### src/rtl/logic_trig_pkg.sv
// rtl/logic_trig_pkg.sv - shared types and defaults for the logic-analyzer trigger sequencer
package logic_trig_pkg;

    typedef enum logic [2:0] {
        ST_IDLE      = 3'd0,
        ST_RESET     = 3'd1,
        ST_PRE_TRIG  = 3'd2,
        ST_ARMED     = 3'd3,
        ST_POST_TRIG = 3'd4,
        ST_DONE      = 3'd5,
        ST_CLEAR     = 3'd6
    } trig_state_t;

    localparam int DEFAULT_RESET_CYCLES  = 32;
    localparam int DEFAULT_SETTLE_CYCLES = 32;

endpackage

### src/rtl/logic_trigger_match.sv
// rtl/logic_trigger_match.sv - registered sample history and pattern/edge match evaluation
module logic_trigger_match #(
    parameter int NUM_CHANNELS = 16
) (
    input  logic                    clk_ram_2x,
    input  logic                    rst,
    input  logic [NUM_CHANNELS-1:0] sample,
    input  logic [NUM_CHANNELS-1:0] trig_mask,
    input  logic [NUM_CHANNELS-1:0] trig_value,
    input  logic [NUM_CHANNELS-1:0] trig_edge_mask,
    output logic                    match
);

    logic [NUM_CHANNELS-1:0] s_q;
    logic [NUM_CHANNELS-1:0] s_qq;

    // Two-deep sample history: current registered sample and the one before it
    always_ff @(posedge clk_ram_2x) begin
        if (rst) begin
            s_q  <= '0;
            s_qq <= '0;
        end else begin
            s_q  <= sample;
            s_qq <= s_q;
        end
    end

    // Level match on masked channels, qualified by a change on any edge channel
    assign match = (((s_q ^ trig_value) & trig_mask) == '0) &&
                   ((trig_edge_mask == '0) || (((s_q ^ s_qq) & trig_edge_mask) != '0));

endmodule

### src/rtl/logic_trigger_sequencer.sv
// rtl/logic_trigger_sequencer.sv - acquisition FSM: reset, pre/post-trigger windows, trigger, download
module logic_trigger_sequencer
    import logic_trig_pkg::*;
#(
    parameter int NUM_CHANNELS  = 16,
    parameter int COUNT_WIDTH   = 32,
    parameter int RESET_CYCLES  = DEFAULT_RESET_CYCLES,
    parameter int SETTLE_CYCLES = DEFAULT_SETTLE_CYCLES
) (
    input  logic                    clk_ram_2x,
    input  logic                    rst,
    input  logic                    arm_req,
    input  logic                    repeat_mode,
    input  logic                    auto_trig,
    input  logic                    force_trig,
    input  logic [COUNT_WIDTH-1:0]  pre_trig_size,
    input  logic [COUNT_WIDTH-1:0]  post_trig_size,
    input  logic [COUNT_WIDTH-1:0]  auto_timeout,
    input  logic [NUM_CHANNELS-1:0] trig_mask,
    input  logic [NUM_CHANNELS-1:0] trig_value,
    input  logic [NUM_CHANNELS-1:0] trig_edge_mask,
    input  logic [NUM_CHANNELS-1:0] sample,
    input  logic                    download_done,
    output logic                    trig_rst,
    output logic                    capture_en,
    output logic                    capture_flush,
    output logic                    triggered,
    output logic                    trig_was_auto,
    output logic [2:0]              trig_state,
    output logic [15:0]             acq_count
);

    localparam logic [COUNT_WIDTH-1:0] RST_LAST    = COUNT_WIDTH'(RESET_CYCLES - 1);
    localparam logic [COUNT_WIDTH-1:0] SETTLE_LAST = COUNT_WIDTH'(RESET_CYCLES + SETTLE_CYCLES - 1);
    localparam logic [COUNT_WIDTH-1:0] ONE         = COUNT_WIDTH'(1);

    trig_state_t             state;
    logic [COUNT_WIDTH-1:0]  cnt;

    logic [COUNT_WIDTH-1:0]  cfg_pre;
    logic [COUNT_WIDTH-1:0]  cfg_post;
    logic [COUNT_WIDTH-1:0]  cfg_tmo;
    logic [NUM_CHANNELS-1:0] cfg_mask;
    logic [NUM_CHANNELS-1:0] cfg_value;
    logic [NUM_CHANNELS-1:0] cfg_edge;
    logic                    cfg_auto;
    logic                    cfg_repeat;

    logic match;
    logic busy;
    logic arm_start;
    logic rearm;
    logic pre_last;
    logic post_last;
    logic timeout_hit;
    logic fire;

    logic_trigger_match #(
        .NUM_CHANNELS(NUM_CHANNELS)
    ) u_match (
        .clk_ram_2x     (clk_ram_2x),
        .rst            (rst),
        .sample         (sample),
        .trig_mask      (cfg_mask),
        .trig_value     (cfg_value),
        .trig_edge_mask (cfg_edge),
        .match          (match)
    );

    assign busy        = (state == ST_RESET) || (state == ST_PRE_TRIG) ||
                         (state == ST_ARMED) || (state == ST_POST_TRIG);
    assign arm_start   = (state == ST_IDLE) && arm_req;
    assign rearm       = (state == ST_DONE) && download_done && cfg_repeat && arm_req;
    assign pre_last    = (cnt == cfg_pre - ONE);
    assign post_last   = (cfg_post == '0) || (cnt == cfg_post - ONE);
    assign timeout_hit = cfg_auto && ((cfg_tmo == '0) || (cnt == cfg_tmo - ONE));
    assign fire        = match || force_trig || timeout_hit;
    assign trig_state  = state;

    // Snapshot of the run configuration, taken whenever a new acquisition starts
    always_ff @(posedge clk_ram_2x) begin
        if (rst) begin
            cfg_pre    <= '0;
            cfg_post   <= '0;
            cfg_tmo    <= '0;
            cfg_mask   <= '0;
            cfg_value  <= '0;
            cfg_edge   <= '0;
            cfg_auto   <= 1'b0;
            cfg_repeat <= 1'b0;
        end else if (arm_start || rearm) begin
            cfg_pre    <= pre_trig_size;
            cfg_post   <= post_trig_size;
            cfg_tmo    <= auto_timeout;
            cfg_mask   <= trig_mask;
            cfg_value  <= trig_value;
            cfg_edge   <= trig_edge_mask;
            cfg_auto   <= auto_trig;
            cfg_repeat <= repeat_mode;
        end
    end

    // Acquisition FSM with registered control outputs; abort overrides every other event
    always_ff @(posedge clk_ram_2x) begin
        if (rst) begin
            state         <= ST_IDLE;
            cnt           <= '0;
            trig_rst      <= 1'b0;
            capture_en    <= 1'b0;
            capture_flush <= 1'b0;
            triggered     <= 1'b0;
            trig_was_auto <= 1'b0;
            acq_count     <= '0;
        end else begin
            capture_flush <= 1'b0;
            triggered     <= 1'b0;
            if (busy && !arm_req) begin
                state      <= ST_IDLE;
                cnt        <= '0;
                trig_rst   <= 1'b0;
                capture_en <= 1'b0;
            end else begin
                case (state)
                    ST_IDLE: begin
                        if (arm_req) begin
                            state    <= ST_RESET;
                            trig_rst <= 1'b1;
                            cnt      <= '0;
                        end
                    end
                    ST_RESET: begin
                        cnt <= cnt + ONE;
                        if (cnt == RST_LAST) begin
                            trig_rst <= 1'b0;
                        end
                        if (cnt == SETTLE_LAST) begin
                            capture_en <= 1'b1;
                            cnt        <= '0;
                            state      <= (cfg_pre == '0) ? ST_ARMED : ST_PRE_TRIG;
                        end
                    end
                    ST_PRE_TRIG: begin
                        cnt <= cnt + ONE;
                        if (pre_last) begin
                            cnt   <= '0;
                            state <= ST_ARMED;
                        end
                    end
                    ST_ARMED: begin
                        cnt <= cnt + ONE;
                        if (fire) begin
                            triggered     <= 1'b1;
                            trig_was_auto <= !match;
                            cnt           <= '0;
                            state         <= ST_POST_TRIG;
                        end
                    end
                    ST_POST_TRIG: begin
                        cnt <= cnt + ONE;
                        if (post_last) begin
                            capture_en    <= 1'b0;
                            capture_flush <= 1'b1;
                            cnt           <= '0;
                            state         <= ST_DONE;
                        end
                    end
                    ST_DONE: begin
                        if (download_done) begin
                            acq_count <= acq_count + 16'd1;
                            if (cfg_repeat && arm_req) begin
                                state    <= ST_RESET;
                                trig_rst <= 1'b1;
                                cnt      <= '0;
                            end else begin
                                state <= ST_CLEAR;
                            end
                        end
                    end
                    ST_CLEAR: begin
                        if (!arm_req) begin
                            state <= ST_IDLE;
                        end
                    end
                    default: begin
                        state <= ST_IDLE;
                    end
                endcase
            end
        end
    end

endmodule

### config.mk
export PLATFORM = sky130hd
export DESIGN_NAME = logic_trigger_sequencer
export DESIGN_NICKNAME = d
export VERILOG_FILES = /design/src/rtl/logic_trig_pkg.sv /design/src/rtl/logic_trigger_match.sv /design/src/rtl/logic_trigger_sequencer.sv
export SDC_FILE = /design/constraint.sdc
export NUM_CORES = 1
export LEC_CHECK = 0
export ABC_CLOCK_PERIOD_IN_PS = 4400
export CAP_MARGIN = 20
export CORE_MARGIN = 3
export CORE_UTILIZATION = 30
export DETAILED_ROUTE_END_ITERATION = 8
export GPL_TIMING_DRIVEN = 0
export PLACE_DENSITY = 0.47
export SYNTH_ARGS = -nofsm -noshare
export SYNTH_HDL_FRONTEND = slang
export SYNTH_SLANG_ARGS = --single-unit
### constraint.sdc
create_clock -name clk_ram_2x -period 4.4 [get_ports clk_ram_2x]
set_clock_uncertainty 0.05 [all_clocks]
set_input_delay 0.66 -clock clk_ram_2x [delete_from_list [all_inputs] [get_ports clk_ram_2x]]
set_output_delay 0.66 -clock clk_ram_2x [all_outputs]
set_load 0.005 [all_outputs]
* Word level (Yosys, flattened, before mapping)
Index checks and enable logic that the tools add are counted.
Word-level totals: bits in registers 234, input port bits 167, word-level logic and storage cells 116
Operators by class: $add $sub $neg 5, eq/ne operators 20, multiplexer cells 28, bitwise logic cells 7, reductions and logical operators 38
Operators by type and width (count):
- 32-bit two-way mux | 7
- 32-bit one-hot mux with 6 select lines | 1
- 32-bit == test | 3
- 32-bit logical NOT | 3
- 32-bit by 1-bit subtractor with 32-bit output (second input constant) | 3
- 32-bit by 1-bit adder with 32-bit output (second input constant) | 1
- 16-bit bitwise AND | 2
- 32-bit by 5-bit == test with 1-bit output (second input constant) | 1
- 32-bit by 6-bit == test with 1-bit output (second input constant) | 1
- 16-bit logical NOT | 2
- 16-bit XOR | 2
- 3-bit two-way mux | 8
- 3-bit one-hot mux with 7 select lines | 1
- 16-bit by 1-bit adder with 16-bit output (second input constant) | 1
- 16-bit nonzero test | 1
- 2-bit inequality test (second input constant) | 6
- 3-bit == test (second input constant) | 3
- 1-bit logical OR | 9
- 1-bit two-way mux | 9
- 3-bit AND reduction | 3
- 1-bit logical AND | 8
- 7-bit AND reduction | 1
- 3-bit by 2-bit == test with 1-bit output (second input constant) | 2
- 2-bit by 1-bit inequality test with 1-bit output (second input constant) | 3
- other kinds (13) | 17

* Depth between registers and ports, before layout
depth after elaboration 9, mapped depth 13, depth with buffers taken out 12

* Cells and area by module
From an unflattened synthesis, not the netlist that was laid out.
Unflattened totals: cells, all modules 1693, area total of the unflattened synthesis 13023.7 sq um
Modules (own cells, without submodules):
- logic_trigger_sequencer | instances 1, cells each 1570, area each 11676.2 sq um, sequential area each 4043.9 sq um
- logic_trigger_match | instances 1, cells each 123, area each 1347.5 sq um, sequential area each 640.6 sq um

* Worst setup path after synthesis
No wires, ideal clock.
path type reg2reg, from reg cfg_tmo[22], to reg cnt[6], library setup time 0.131 ns, data arrival time 3.007 ns, slack 1.212 ns, cell stages (with the launch flop) 13, path buffers 2, cells stage by stage dfxtp_1 buf_2 or4_1 or3_1 nor4b_1 xnor2_1 nand4_1 nor4_1 a31o_1 o211ai_2 buf_2 a31oi_1 mux2i_1
On the way: cells in the longest elaborated chain, start to end 7
RTL lines:
- from (decl) | RTL line logic_trigger_sequencer.sv:42 | logic [COUNT_WIDTH-1:0] cfg_tmo;
- from (signal assigned) | RTL line logic_trigger_sequencer.sv:94 | cfg_tmo <= auto_timeout;
- 32-bit by 1-bit subtractor with 32-bit output | RTL line logic_trigger_sequencer.sv:76 | assign timeout_hit = cfg_auto && ((cfg_tmo == '0) || (cnt == cfg_tmo - ONE));
- 32-bit == test | RTL line logic_trigger_sequencer.sv:76
- 1-bit logical OR * | RTL line logic_trigger_sequencer.sv:76
- 1-bit logical AND * | RTL line logic_trigger_sequencer.sv:76
- 1-bit logical OR * | RTL line logic_trigger_sequencer.sv:77 | assign fire = match || force_trig || timeout_hit;
- 32-bit two-way mux * | RTL line logic_trigger_sequencer.sv:151 | if (fire) begin
- 32-bit one-hot mux with 6 select lines * | RTL line logic_trigger_sequencer.sv:123 | case (state)
- to (signal assigned) | RTL line logic_trigger_sequencer.sv:132 | cnt <= cnt + ONE;
- to (signal assigned) | RTL line logic_trigger_sequencer.sv:150 | cnt <= cnt + ONE;
- to (signal assigned) | RTL line logic_trigger_sequencer.sv:159 | cnt <= cnt + ONE;
- to (decl) | RTL line logic_trigger_sequencer.sv:38 | logic [COUNT_WIDTH-1:0] cnt;
Mark *: on every way between the ends. The rest lies on a longest branch, timed or not. A chain may end at the register's enable or synchronous reset.

* Worst setup path in the final report
from reg cnt[11], to reg cnt[2]
On the way: cells in the longest elaborated chain, start to end 6
RTL lines:
- from (signal assigned) | RTL line logic_trigger_sequencer.sv:132
- from (signal assigned) | RTL line logic_trigger_sequencer.sv:143 | cnt <= cnt + ONE;
- from (signal assigned) | RTL line logic_trigger_sequencer.sv:150
- 32-bit == test | RTL line logic_trigger_sequencer.sv:76
- 1-bit logical OR | RTL line logic_trigger_sequencer.sv:76
- 1-bit logical AND | RTL line logic_trigger_sequencer.sv:76
- 1-bit logical OR | RTL line logic_trigger_sequencer.sv:77
- 32-bit two-way mux | RTL line logic_trigger_sequencer.sv:151
- 32-bit one-hot mux with 6 select lines * | RTL line logic_trigger_sequencer.sv:123
Marked as above.

==> metrics.md <==
| Metric | Value |
|---|---|
| Status | complete, no violations |
| CP Capture Type | flip-flop |
| Syn nets | between 1.5k and 2k |
| Yosys top cell area share | 0.365 |
| Hold-critical path endpoint | cfg_mask[1]$_SDFFE_PP0P_ |
| Reg clk slew, reported paths | ~60 ps |
| Critical path data arrival time | ~4400 ps |
| Slew headroom | 0.254 |
| Leak pwr | ~6 nW |
| CP max stage cell | dfxtp_1 |
| RSZ-0062 raised after global routing | false |
| Top cells by count, synth | nand2_1, dfxtp_1, a21oi_1, clkbuf_1, xor2_1 |
| Vias in the first global route | approximately 12k |
| Via count | 12.6k |
| Residual DRC | 0 |
| Synth Instances | 1679 |
| YS warnings | 0 |
| Tot GR Track Use | 0.202 |
| Post-route clock period utilization | 0.922 |
| Initial Util | 0.305 |
| CTS root buf | clkbuf_16 |
| Total Wirelength | 46.9 mm |
| Row count | 75 |
| Count leader, synth | nand2_1 |
| DRT antenna net count | 0 |
| Slew @ Worst Pin | roughly 1100 ps |
| Detailed-placement wirelength estimate | around 36 mm |
| Antenna violations before repair | 3 |
| Final net count | ~2.1k |
| DRT iter0 DRCs | just over 800 |
| IO Port Bufs | ~190 |
| Hold path cells | 2 |
| Synth top area cells | dfxtp_1, nand2_1, a21oi_1 |
| Worst-path cell chain | xnor2_1 > o2bb2ai_1 > a2111oi_0 > o31ai_1 > a2111oi_0 > nand4_1 > nor4b_4 > o211ai_2 > buf_2 > a31oi_1 > mux2i_1 |
| Fin. Hold Viols | 0 |
| Peak VDD IR | roughly 0.29 mV |
| DIE HEIGHT | approximately 210 um |
| Die W | between 200 and 250 um |
| CTS Sinks | approximately 230 |
| Storage cell area | between 4000 and 5000 sq um |
| Slowest stage delay, CP | 730 ps |
| # setup viols final | 0 |
| Area occupied by multi-input gates | about 7600 sq um |
| Gpl congestion | roughly 0.89 |
| Fmax | roughly 0.25 GHz |
| Largest net degree at the start of global routing | 14 |
| Max Slew Vio Count | 0 |
| # Max-Cap Violations | 0 |
| Clock Tree Buf Depth | 3 |
| Hold Path Origin | cfg_mask[1]$_SDFFE_PP0P_ |
| Post-synth ARST share | 0 |
| Die area | around 45000 sq um |
| Worst reg2reg startpoint | cnt[11]$_SDFFE_PP0P_ |
| Kind of critical path | reg -> reg |
| Setup WS pre-CTS | around 240 ps |
| Drt first pass iters | 5 |
| CTS buffer count | 28 |
| Mapped cell area | 12900 sq um |
| FILL cells | about 4.4k |
| Synthesized flop and latch total | approximately 230 |
| Synthesized area per cell | 7.65 sq um |
| Setup TNS | 0 ps |
| Critical Path Start Type | flip-flop |
| Most used cell, CP | a2111oi_0 |
| Vias per cell | ~5.1 |
| Grt total ovfl | 0 |
| Worst-Skew Late Latency | around 560 ps |
| Synth area leader | dfxtp_1 |
| Cts hold-fix bufs | 0 |
| Worst EP required | ~4700 ps |
| Critical path's top delay family | compound AO/OA/AOI/OAI gates |
| Cells on worst reg2reg path | 11 |
| Main synth FF type | dfxtp_1 |
| Top Ports | around 190 |
| Layout cells sized above 1 | 0.0459 |
| Area of the core | between 40000 and 50000 sq um |
| Synth unique cells | 78 |
| Wire per inst | about 19 um |
| Post-synth EDFFs | 0 |
| Pwr per Cell Area | ~500 nW/um^2 |
| Hold/Removal Path Class | reg -> reg |
| Reg-to-reg setup timing slack | between 300 and 400 ps |
| Htree depth | 1 |
| CTS tree | done |
| Power Total | 8.23 mW |
| Buf/Inv on CP | 1 |
| Seq/Total Area, Yosys | 0.365 |
| First-pass GRT wire length | slightly above 70 mm |
| Setup ws final | about 350 ps |
| Crit-path max FO | 10 |
| R2r endpoint | cnt[2]$_SDFFE_PP0P_ |
| Crit path time final | between 4000 and 5000 ps |
| Synthesis-to-layout area growth | 27.6% |
-- per-stage QoR --
| stage | instances | hold slack, ps | cell area (sq um) | util |
|---|---|---|---|---|
| 3_5_place_dp | 2407 | 399 | 15400 | 0.366 |
| 4_1_cts | 2456 | 407 | 16400 | 0.388 |
| 3_3_place_gp | 2407 | 394 | 15400 | 0.366 |
| 6_report | 2456 | 406 | 16400 | 0.389 |
| 2_1_floorplan | 1679 | 386 | 12900 | - |
| 5_1_grt | 2455 | 431 | 16400 | 0.389 |
-- final cells by class --
| cell class | instances | share of cell area |
|---|---|---|
| Multi-Input combinational cell | 1301 | 0.466 |
| Sequential cell | 234 | 0.286 |
| Timing Repair Buffer | 191 | 0.116 |
| Clock buffer | 39 | 0.0514 |
| Tap cell | 539 | 0.0411 |
| Buffer | 117 | 0.0277 |
| Clock inverter | 10 | 0.00641 |
| Inverter | 24 | 0.00549 |
| Antenna cell | 1 | 0.000153 |
-- worst max path at each step --
| stage | startpoint | endpoint | slack [ps] | cells after the start |
|---|---|---|---|---|
| after floorplan | cfg_tmo[22]$_SDFFE_PP0P_ | cnt[6]$_SDFFE_PP0P_ | 1210 | 12 |
| after global placement | cnt[6]$_SDFFE_PP0P_ | cnt[2]$_SDFFE_PP0P_ | 220 | 12 |
| after detailed placement | cfg_post[0]$_SDFFE_PP0P_ | cnt[2]$_SDFFE_PP0P_ | 240 | 13 |
| after CTS | cnt[14]$_SDFFE_PP0P_ | cnt[2]$_SDFFE_PP0P_ | 190 | 11 |
| after global routing | cnt[14]$_SDFFE_PP0P_ | cnt[2]$_SDFFE_PP0P_ | 20 | 10 |
| final | cnt[11]$_SDFFE_PP0P_ | cnt[2]$_SDFFE_PP0P_ | 350 | 11 |
-- what timing repair did --
action                     CTS  global route
hold endpoints to repair     0             0
setup endpoints to repair    0            29
setup buffers                0             2
resized for setup            0             7
-- worst min-delay path, cell delays in order, from the launching register on --
cell and delay, ps:
dfxtp_1 300, nand2_1 50, a21oi_1 50
-- registers in the layout, indices dropped and copies added, names as in the netlist, 32 cells and up --
name	count
cnt	32
cfg_pre	32
cfg_tmo	32
cfg_post	32
-- placed cells by master (no fill, tap or decap), drive strengths merged, types with 8 or more instances in the layout --
| master | synthesis | final |
|---|---|---|
| nand3 | 56 | 56 |
| nor2 | 81 | 81 |
| a22oi | 21 | 21 |
| a211oi | 11 | 11 |
| or4 | 13 | 13 |
| buf | 13 | 15 |
| nand4 | 42 | 42 |
| inv | 24 | 24 |
| clkbuf | 107 | 143 |
| xor2 | 90 | 90 |
| a21oi | 165 | 165 |
| mux2i | 16 | 16 |
| dfxtp | 234 | 234 |
| nor4 | 42 | 42 |
| o311ai | 10 | 10 |
| nand2 | 367 | 367 |
| and3 | 24 | 24 |
| or3 | 16 | 16 |
| clkdlybuf4s50 | 0 | 189 |
| nand2b | 8 | 8 |
| a31oi | 17 | 17 |
| nor3 | 50 | 50 |
| o21ai | 38 | 38 |
| o31ai | 8 | 8 |
| nor2b | 37 | 37 |
| xnor2 | 83 | 83 |
-- logic make-up after synthesis --
kind of cell	synth area share
buffers and inverters	0.0430
DFF	0.365
adders and majority gates	0.00681
and+or+nand+nor	0.297
muxes	0.0142
AOI/OAI and AO/OA	0.156
xor gates and xnor gates	0.118
-- per-layer routing --
layer / GRT usage / part of all wire / up-vias / wire length [um]
met2: 0.334 / 0.46 / 356 / 21500
met4: 0.0569 / 0.025 / 6 / 1180
li1: - / - / 6308 / -
met5: 0 / 0.00098 / - / 46
met1: 0.274 / 0.46 / 5846 / 21600
met3: 0.0338 / 0.055 / 80 / 2590
-- where the power goes --
group          switching (mW)  internal [mW]
sequential              0.325           2.40
clock                   0.942           1.44
combinational            1.88           1.25
total                    3.14           5.09
Power figures use the tool's default switching activity.
